`config.mk`:
```
export PLATFORM = sky130hd
export DESIGN_NAME = mem_bridge_flat
export DESIGN_NICKNAME = d
export VERILOG_FILES = /design/src/rtl/mem_bridge_if.sv /design/src/rtl/mem_bridge.sv /design/src/flat_wrapper.sv
export SDC_FILE = /design/constraint.sdc
export NUM_CORES = 1
export LEC_CHECK = 0
export ABC_AREA = 1
export CORE_AREA = 2 2 82 84
export CTS_BUF_LIST = sky130_fd_sc_hd__clkbuf_2
export CTS_CLUSTER_DIAMETER = 80
export DETAILED_ROUTE_END_ITERATION = 10
export DIE_AREA = 0 0 84 86
export PLACE_DENSITY = 0.75
export RECOVER_POWER = 100
export SLEW_MARGIN = 20
export SYNTH_ARGS = -nofsm -noshare
export SYNTH_HDL_FRONTEND = slang
export SYNTH_SLANG_ARGS = --single-unit
```
`constraint.sdc`:
```
create_clock -name clk -period 1.3 [get_ports clk]
set_clock_uncertainty 0.1 [all_clocks]
set_input_delay 0.195 -clock clk [delete_from_list [all_inputs] [get_ports clk]]
set_output_delay 0.195 -clock clk [all_outputs]
set_load 0.02 [all_outputs]
```
`src/rtl/mem_bridge_if.sv`:
```
// Memory bus between mem_bridge (master) and the external 16-bit memory (slave).
// req/ack handshake: address, write data and direction are held stable while req is high.
interface mem_bridge_if;
    logic [15:0] bus_addr;
    logic [15:0] bus_wdata;
    logic        bus_we;
    logic        bus_req;
    logic [15:0] bus_rdata;
    logic        bus_ack;

    modport master (
        output bus_addr, bus_wdata, bus_we, bus_req,
        input  bus_rdata, bus_ack
    );

    modport slave (
        input  bus_addr, bus_wdata, bus_we, bus_req,
        output bus_rdata, bus_ack
    );
endinterface

```
`src/rtl/mem_bridge.sv`:
```
// Datapath-to-memory bridge: one req/ack bus transaction per microcode read/write command.
// Optional REQ timeout/abort path is built when MEM_BRIDGE_TIMEOUT_EN is defined.
module mem_bridge #(
    parameter int unsigned TIMEOUT = 255
) (
    input  logic                clk,
    input  logic                rst,
    input  logic                rd_start,
    input  logic                wr_start,
    input  logic [15:0]         mar,
    input  logic [15:0]         mdr,
    output logic [15:0]         mdrin,
    output logic                rc,
    output logic                busy,
    output logic                done,
    output logic                err,
    mem_bridge_if.master        bus
);

    typedef enum logic [1:0] {
        ST_IDLE = 2'd0,
        ST_REQ  = 2'd1,
        ST_RESP = 2'd2
    } state_t;

    state_t      r_state;
    logic [15:0] r_mdrin;
    logic [15:0] r_addr;
    logic [15:0] r_wdata;
    logic        r_we;
    logic        r_req;
    logic        r_rc;
    logic        r_busy;
    logic        r_done;
    logic        r_err;

    logic        w_start_one;
    logic        w_start_both;

    assign w_start_one  = rd_start ^ wr_start;
    assign w_start_both = rd_start & wr_start;

`ifdef MEM_BRIDGE_TIMEOUT_EN
    logic [7:0]  r_cnt;
    logic        w_timeout;

    // Abort on the REQ cycle that would bring the no-ack count up to TIMEOUT.
    assign w_timeout = (r_cnt == 8'(TIMEOUT - 32'd1));
`else
    logic        w_unused_timeout;
    assign w_unused_timeout = ^8'(TIMEOUT);
`endif

    // Transaction FSM with all outputs registered.
    always_ff @(posedge clk) begin
        if (rst) begin
            r_state <= ST_IDLE;
            r_mdrin <= 16'h0000;
            r_addr  <= 16'h0000;
            r_wdata <= 16'h0000;
            r_we    <= 1'b0;
            r_req   <= 1'b0;
            r_rc    <= 1'b0;
            r_busy  <= 1'b0;
            r_done  <= 1'b0;
            r_err   <= 1'b0;
`ifdef MEM_BRIDGE_TIMEOUT_EN
            r_cnt   <= 8'd0;
`endif
        end else begin
            r_rc   <= 1'b0;
            r_done <= 1'b0;
            r_err  <= 1'b0;
            case (r_state)
                ST_IDLE: begin
                    r_req  <= 1'b0;
                    r_busy <= 1'b0;
                    if (w_start_one) begin
                        r_addr  <= mar;
                        r_wdata <= mdr;
                        r_we    <= wr_start;
                        r_req   <= 1'b1;
                        r_busy  <= 1'b1;
`ifdef MEM_BRIDGE_TIMEOUT_EN
                        r_cnt   <= 8'd0;
`endif
                        r_state <= ST_REQ;
                    end else if (w_start_both) begin
                        r_err <= 1'b1;
                    end
                end
                ST_REQ: begin
                    if (bus.bus_ack) begin
                        r_req   <= 1'b0;
                        r_done  <= 1'b1;
                        r_rc    <= ~r_we;
                        if (!r_we) begin
                            r_mdrin <= bus.bus_rdata;
                        end
                        r_state <= ST_RESP;
`ifdef MEM_BRIDGE_TIMEOUT_EN
                    end else if (w_timeout) begin
                        // Reads still load a defined MDR value on abort.
                        r_req   <= 1'b0;
                        r_done  <= 1'b1;
                        r_err   <= 1'b1;
                        r_rc    <= ~r_we;
                        if (!r_we) begin
                            r_mdrin <= 16'hFFFF;
                        end
                        r_state <= ST_RESP;
                    end else begin
                        r_cnt <= r_cnt + 8'd1;
`endif
                    end
                end
                ST_RESP: begin
                    r_busy  <= 1'b0;
                    r_state <= ST_IDLE;
                end
                default: begin
                    r_req   <= 1'b0;
                    r_busy  <= 1'b0;
                    r_state <= ST_IDLE;
                end
            endcase
        end
    end

    assign mdrin         = r_mdrin;
    assign rc            = r_rc;
    assign busy          = r_busy;
    assign done          = r_done;
    assign err           = r_err;
    assign bus.bus_addr  = r_addr;
    assign bus.bus_wdata = r_wdata;
    assign bus.bus_we    = r_we;
    assign bus.bus_req   = r_req;

endmodule

```
`src/flat_wrapper.sv`:
```
// flat-port wrapper written by rule: the top's interface ports become plain ports
module mem_bridge_flat 
#(
    parameter int unsigned TIMEOUT = 255
)
  (clk, rst, rd_start, wr_start, mar, mdr, mdrin, rc, busy, done, err, bus_bus_addr, bus_bus_wdata, bus_bus_we, bus_bus_req, bus_bus_rdata, bus_bus_ack);
  mem_bridge_if bus_i ();
  input  logic clk;
  input  logic rst;
  input  logic rd_start;
  input  logic wr_start;
  input  logic [15:0] mar;
  input  logic [15:0] mdr;
  output logic [15:0] mdrin;
  output logic rc;
  output logic busy;
  output logic done;
  output logic err;
  output wire logic [$bits(bus_i.bus_addr)-1:0] bus_bus_addr;
  output wire logic [$bits(bus_i.bus_wdata)-1:0] bus_bus_wdata;
  output wire logic [$bits(bus_i.bus_we)-1:0] bus_bus_we;
  output wire logic [$bits(bus_i.bus_req)-1:0] bus_bus_req;
  input wire logic [$bits(bus_i.bus_rdata)-1:0] bus_bus_rdata;
  input wire logic [$bits(bus_i.bus_ack)-1:0] bus_bus_ack;
  assign bus_bus_addr = bus_i.bus_addr;
  assign bus_bus_wdata = bus_i.bus_wdata;
  assign bus_bus_we = bus_i.bus_we;
  assign bus_bus_req = bus_i.bus_req;
  assign bus_i.bus_rdata = bus_bus_rdata;
  assign bus_i.bus_ack = bus_bus_ack;
  mem_bridge #(.TIMEOUT(TIMEOUT)) u_core (.clk(clk), .rst(rst), .rd_start(rd_start), .wr_start(wr_start), .mar(mar), .mdr(mdr), .mdrin(mdrin), .rc(rc), .busy(busy), .done(done), .err(err), .bus(bus_i));
endmodule
```
==> flow_metrics.tcl, run 1 <==
set metrics [dict create \
    cts-buffers-inserted 5 \
    timing.final.max_slew_violations 0 \
    post-route-period-util_pct 94.6 \
    fin_ws_ns 0.0696 \
    synth_top_cell_by_area "dfxtp_1" \
    fin_crit_ns 1.23 \
    antenna_left 0 \
    syn-num-nets 370 \
    globalplace.congestion 0.714 \
    dp_hpwl_um 4100 \
    rsz0062_at_grt "yes" \
    netlist_instances 316 \
    antenna_found_initial 0 \
    syn_area_mm2 0.00234 \
    overflow 0 \
    yosys_register_bits 56 \
    synth_top_family_by_area "simple AND/OR/NAND/NOR gates" \
    grt_max_degree 35 \
    cts_hold_buf 0 \
    max_cap_viol_count 0 \
    grt_util_all_layers_pct 15.7 \
    rrSetupSlack_ns 0.09 \
    total_power_w 0.00426 \
    ys_seq_area_share_pct 47.9 \
    met1_length_um 2570 \
    core_region_area_mm2 0.00628 \
    fin_nets 482 \
    p_leak_nw 1.72 \
    critPathBufInv 1 \
    relSlewSlack_pct 81.7 \
    synth.distinct_cells 21 \
    setup_violations 0 \
    die_area_mm2 0.00722 \
    htreeDepth 2 \
    clk_latency_ns 0.41 \
    io_buffers 106 \
    worstMarginPinSlew_ns 0.275 \
    grt_pass1_wl_um 9410 \
    drc 0 \
    rows 29 \
    yosysWarnings 0 \
    vias_per_cell 4.47 \
    hold_viol_final 0 \
    pre_cts_slack_ns -0.421 \
    end_kind "output pin" \
    num_vias 2260 \
    ctsRootBufferMaster "clkbuf_2" \
    clk_pin_slew_worst_paths_ns 0.26 \
    yosysTopAreaCellShare_pct 47.9 \
    cp_max_fo 2 \
    die_w_um 84 \
    worst_ep_required_time_ns 1.00 \
    synth.mux.area_fraction_pct 0 \
    synth_xor_area_share_pct 0 \
    cts_sinks 56 \
    synthTopCellsByArea "dfxtp_1, nor2_1, nand3b_1" \
    synth_compound_gate_area_share_pct 0.428 \
    die_y_um 86 \
    slowest_delay_ns 0.41 \
    outcome "complete, no violations" \
    highest_layer "met4" \
    crit_type "register to output pin" \
    ir_worst_vdd_mv 0.499 \
    pin_count 107 \
    path_cells "buf_6" \
    wl_met3_um 436 \
    clk_path_buf_depth 2 \
    first_pass_iters 4 \
    critPathLaunchType "register" \
    hold_path_class "input pin to register" \
    syn_avg_cell_area_um2 7.41 \
    fmax_mhz 813 \
    slowest_stage "dfxtp_2" \
    grt_pass1_vias 2094 \
    wl_um 5740 \
    dr_wl_met2_um 2700 \
    synthSimpleGateAreaFrac_pct 42.5 \
    avgRoutedWirePerCell_um 11.3 \
    cts_tree "done" \
    final_core_util_pct 59.6 \
    drt_iter0_markers 47 \
    cp_top_family "flip-flops" \
    pwr_density_cell_mw_per_mm2 1140 \
    start_util_pct 37.3 \
    cp.arrival_ns 0.94 \
    area_growth_pct 59.8 \
    synthAdderAreaFrac_pct 0.534 \
    fillerInstances 590 \
    drive_gt1_share_pct 33.1 \
    antenna_cells 0 \
]
## Yosys cell counts, drive strengths merged
| master | instances |
|---|---|
| nand3 | 17 |
| nand2 | 57 |
| clkinv | 1 |
| nor4 | 1 |
| inv | 22 |
| a21oi | 2 |
| ha | 1 |
| clkbuf | 6 |
| dfxtp | 56 |
| nor3 | 3 |
| nor2 | 105 |
| buf | 12 |
| nand3b | 33 |
## cells by family (layout without fill, tap and decap cells)
logic type | after synthesis | count (layout)
and+or+nand+nor | 216 | 216
adders and majority gates | 1 | 1
AOI/OAI and AO/OA | 2 | 2
buffers and inverters | 41 | 154
DFF | 56 | 56
## tightest hold or removal path, stage by stage
cell and delay, ns:
clkdlybuf4s50_1 0.39, inv_1 0.05, nand3_1 0.07, nand2_1 0.06
nor2_1 0.03
## state kept, by name, summed over array words and instances (netlist names)
name and count:
u_core.bus.bus_wdata 16, u_core.err 1, u_core.bus.bus_addr 16, u_core.r_state 2
u_core.bus.bus_we 1, u_core.busy 1, u_core.bus.bus_req 1, u_core.rc 1
u_core.mdrin 16, u_core.done 1
## layer usage
layer,vias up,track usage (%)
met5,-,0
met4,0,3.81
met3,4,5.20
met2,72,27.3
met1,991,18.9
li1,1193,-
## path summary, 6_finish.rpt
path / startpoint / end / cells after the start
max: u_core.bus.bus_wdata[6] / bus_bus_wdata[6] / 1
min: bus_bus_rdata[0] / u_core.mdrin[0] / 5
max reg2reg: u_core.r_state[1] / u_core.bus.bus_req / 6
min reg2reg: u_core.busy / u_core.busy / 2
## cell usage in the layout (no fill, tap or decap), types with 2 or more instances in the layout
| cell type | count |
|---|---|
| a21oi_1 | 2 |
| buf_12 | 4 |
| buf_4 | 23 |
| buf_6 | 44 |
| clkbuf_2 | 6 |
| clkdlybuf4s50_1 | 52 |
| dfxtp_2 | 54 |
| inv_1 | 20 |
| nand2_1 | 55 |
| nand3_1 | 17 |
| nand3b_1 | 33 |
| nor2_1 | 101 |
| nor2_4 | 3 |
| nor3_1 | 3 |
## timing repair
| action | CTS | global route |
|---|---|---|
| gates resized for setup | 279 | 95 |
| pin swaps | 0 | 1 |
| endpoints found under the setup margin | 104 | 104 |
| buffers inserted | 0 | 4 |
## power by group
part / leakage, nW / internal, W / switching, W
Sequential: 0.482 / 0.00193 / 0.000127
Clock: 0.0430 / 0.000331 / 0.000500
Combinational: 1.20 / 0.000701 / 0.000674
Total: 1.72 / 0.00296 / 0.00130
## cell type report
type	instances	area, um^2	area share, %
clock inverter	2	35.0	0.936
tap	77	96.3	2.58
timing repair buffer	123	1270	33.9
multi-input combinational	219	1020	27.3
sequential	56	1190	31.9
clock buffer	6	30.0	0.803
inverter	23	98.8	2.64
## per-stage QoR
stage	cell area (um^2)	setup TNS [ns]	instances	hold slack [ns]
floorplan	2340	0	316	0.164
global placement	3520	-14.66	494	0.350
detailed placement	3520	-16.78	494	0.358
CTS	3410	0	502	0.219
global route	3740	-0.494	506	0.185
finish	3740	0	506	0.264
No activity file was read; power rests on OpenSTA's default activity.
==> run 2: changes to the inputs <==
--- a/config.mk
+++ b/config.mk
@@ -11,7 +11,7 @@
 export CTS_CLUSTER_DIAMETER = 80
 export DETAILED_ROUTE_END_ITERATION = 10
 export DIE_AREA = 0 0 84 86
-export PLACE_DENSITY = 0.75
+export PLACE_DENSITY = 0.76
 export RECOVER_POWER = 100
 export SLEW_MARGIN = 20
 export SYNTH_ARGS = -nofsm -noshare
==> run 2 against run 1 <==
Effect of this change: sequential share of layout area is 0.23 points lower; die area unchanged; combinational power up 3%; non-clock buffer count rose by 5; clock-buffer cell count rose by 1; wire length up 8.4%; global-route usage rose by 0.63 points; hold slack lost 0.020 ns; first-iteration DRC count increased by 51%; critical path type is now register to register; highest routed layer unchanged.
==> flow_metrics.tcl, run 2 (synthesized netlist as in run 1, its figures left out) <==
set metrics [dict create \
    area_growth_pct 61.5 \
    wl_um 6220 \
    crit_top_cell "nor2_1" \
    design_area_mm2 0.00378 \
    reg2reg_depth 7 \
    start_util_pct 37.3 \
    final_common_cell "nor2_1" \
    cts_hold_buf 0 \
    antenna_found_initial 0 \
    slowest_delay_ns 0.39 \
    avgRoutedWirePerCell_um 12.2 \
    hold_end "u_core.mdrin[14]" \
    io_buffers 106 \
    ir_worst_vdd_mv 0.650 \
    core_region_area_mm2 0.00628 \
    fin_nets 488 \
    hold_viol_final 0 \
    min_from "bus_bus_rdata[14]" \
    overflow 0 \
    cts-buffers-inserted 5 \
    die_w_um 84 \
    die_y_um 86 \
    vias_per_cell 4.52 \
    end_kind "register" \
    worstMarginPinSlew_ns 0.264 \
    drc 0 \
    pin_count 107 \
    first_pass_iters 4 \
    path_cells "buf_4, inv_2, nand2_4, nor2_4, clkbuf_16, nor2_1, nor2_1" \
    dp_hpwl_um 4320 \
    ctsRootBufferMaster "clkbuf_2" \
    holdWs_ns 0.243 \
    hold_path_class "input pin to register" \
    slowest_stage "dfxtp_2" \
    rsz0062_at_grt "yes" \
    max_cap_viol_count 0 \
    relSlewSlack_pct 82.4 \
    clk_pin_slew_worst_paths_ns 0.26 \
    crit_type "register to register" \
    grt_max_degree 34 \
    cp.arrival_ns 1.56 \
    critPathLaunchType "register" \
    post-route-period-util_pct 96.9 \
    antenna_cells 0 \
    drive_gt1_share_pct 34.9 \
    p_leak_nw 1.76 \
    whs_path_depth 5 \
    cts_tree "done" \
    rows 29 \
    fmax_mhz 794 \
    globalplace.congestion 0.738 \
    rrSetupSlack_ns 0.04 \
    grt_util_all_layers_pct 16.4 \
    timing.rr.end "u_core.mdrin[9]" \
    clk_path_buf_depth 2 \
    cp_max_fo 5 \
    critPathBufInv 3 \
    pwr_density_cell_mw_per_mm2 1090 \
    worst_ep_required_time_ns 1.60 \
    num_vias 2315 \
    antenna_left 0 \
    grt_pass1_wl_um 9670 \
    mostFrequentLayoutCells "nor2_1, nand2_1, dfxtp_2" \
    timing.final.max_slew_violations 0 \
    clk_latency_ns 0.43 \
    dpl-instance-area_mm2 0.00353 \
    die_area_mm2 0.00722 \
    htreeDepth 2 \
    drt_iter0_markers 71 \
    outcome "complete, no violations" \
    fin_crit_ns 1.26 \
    cts_sinks 56 \
    cp_top_family "flip-flops" \
    setup_violations 0 \
    grt_pass1_vias 2154 \
    reg2reg_from "u_core.bus.bus_we" \
]
run 2: cell count changes in the layout (fill, tap and decap cells not counted), sizes merged:
| cell | change |
|---|---|
| bufinv | -1 |
| inv | +1 |
| clkbuf | +2 |
| buf | +4 |
run 2: per-stage QoR:
step | setup WS, ns | total power [W] | cells | setup TNS (ns) | utilization [%]
6_report | 0.0405 | 0.00413 | 512 | 0 | 60.2
5_1_grt | -0.0647 | 0.00440 | 512 | -1.53 | 60.2
4_1_cts | 0.000381 | 0.00400 | 508 | 0 | 55.9
3_5_place_dp | -0.414 | 0.00337 | 496 | -16.21 | 56.3
3_3_place_gp | -0.355 | 0.00335 | 496 | -14.34 | 56.3
2_1_floorplan | 0.0228 | 0.00274 | 316 | 0 | -
run 2: where the power goes:
| part | total (W) | internal, W | switching (W) |
|---|---|---|---|
| clock | 0.000661 | 0.000153 | 0.000507 |
| combinational | 0.00142 | 0.000713 | 0.000705 |
| sequential | 0.00206 | 0.00193 | 0.000128 |
| total | 0.00413 | 0.00279 | 0.00134 |
run 2: repair_timing:
action                                  4_1_cts  5_1_grt
cloned                                        0        3
endpoints found under the setup margin      104       85
resized for setup                           302       73
buffers inserted                              4        1
pin swaps                                     1        9
run 2: layout make-up:
| class | instances | area [um^2] |
|---|---|---|
| tap | 77 | 96.3 |
| multi-input combinational | 219 | 1030 |
| sequential | 56 | 1200 |
| timing repair inverter | 1 | 8.76 |
| clock buffer | 7 | 35.0 |
| inverter | 23 | 98.8 |
| fill | 591 | 2500 |
| clock inverter | 1 | 8.76 |
| timing repair buffer | 128 | 1300 |
run 2: worst register-to-register path, cell delays in order, from the launching register on:
cell and delay (ns):
dfxtp_2 0.39, buf_4 0.14, inv_2 0.06, nand2_4 0.05
nor2_4 0.18, clkbuf_16 0.18, nor2_1 0.04, nor2_1 0.09
run 2: worst max path at each step:
stage                      start                 endpoint  slack [ns]  depth (start not counted)
6_report       u_core.bus.bus_we          u_core.mdrin[9]        0.04                          7
5_1_grt        u_core.bus.bus_we          u_core.mdrin[7]       -0.06                          7
4_1_cts          u_core.mdrin[6]                 mdrin[6]      0.0004                          1
3_5_place_dp            wr_start  u_core.bus.bus_wdata[5]       -0.41                          6
3_3_place_gp            wr_start  u_core.bus.bus_wdata[0]       -0.35                          6
2_1_floorplan           rd_start  u_core.bus.bus_addr[12]        0.02                          6
run 2: per-layer routing:
metal	vias to the layer above	share of wire, %	global-route usage, %
li1	1207	-	-
met1	1031	44	19.9
met2	69	48	28.1
met3	8	6.2	4.62
met4	0	1.1	5.28
met5	-	0	0
==> run 3: changes to the inputs <==
--- a/config.mk
+++ b/config.mk
@@ -11,6 +11,7 @@
 export CTS_CLUSTER_DIAMETER = 80
 export DETAILED_ROUTE_END_ITERATION = 10
 export DIE_AREA = 0 0 84 86
+export HOLD_SLACK_MARGIN = 0.02
 export PLACE_DENSITY = 0.76
 export RECOVER_POWER = 100
 export SLEW_MARGIN = 20
==> results of run 3 <==
No change in the layout: final DEF, timing and power equal those of run 2.
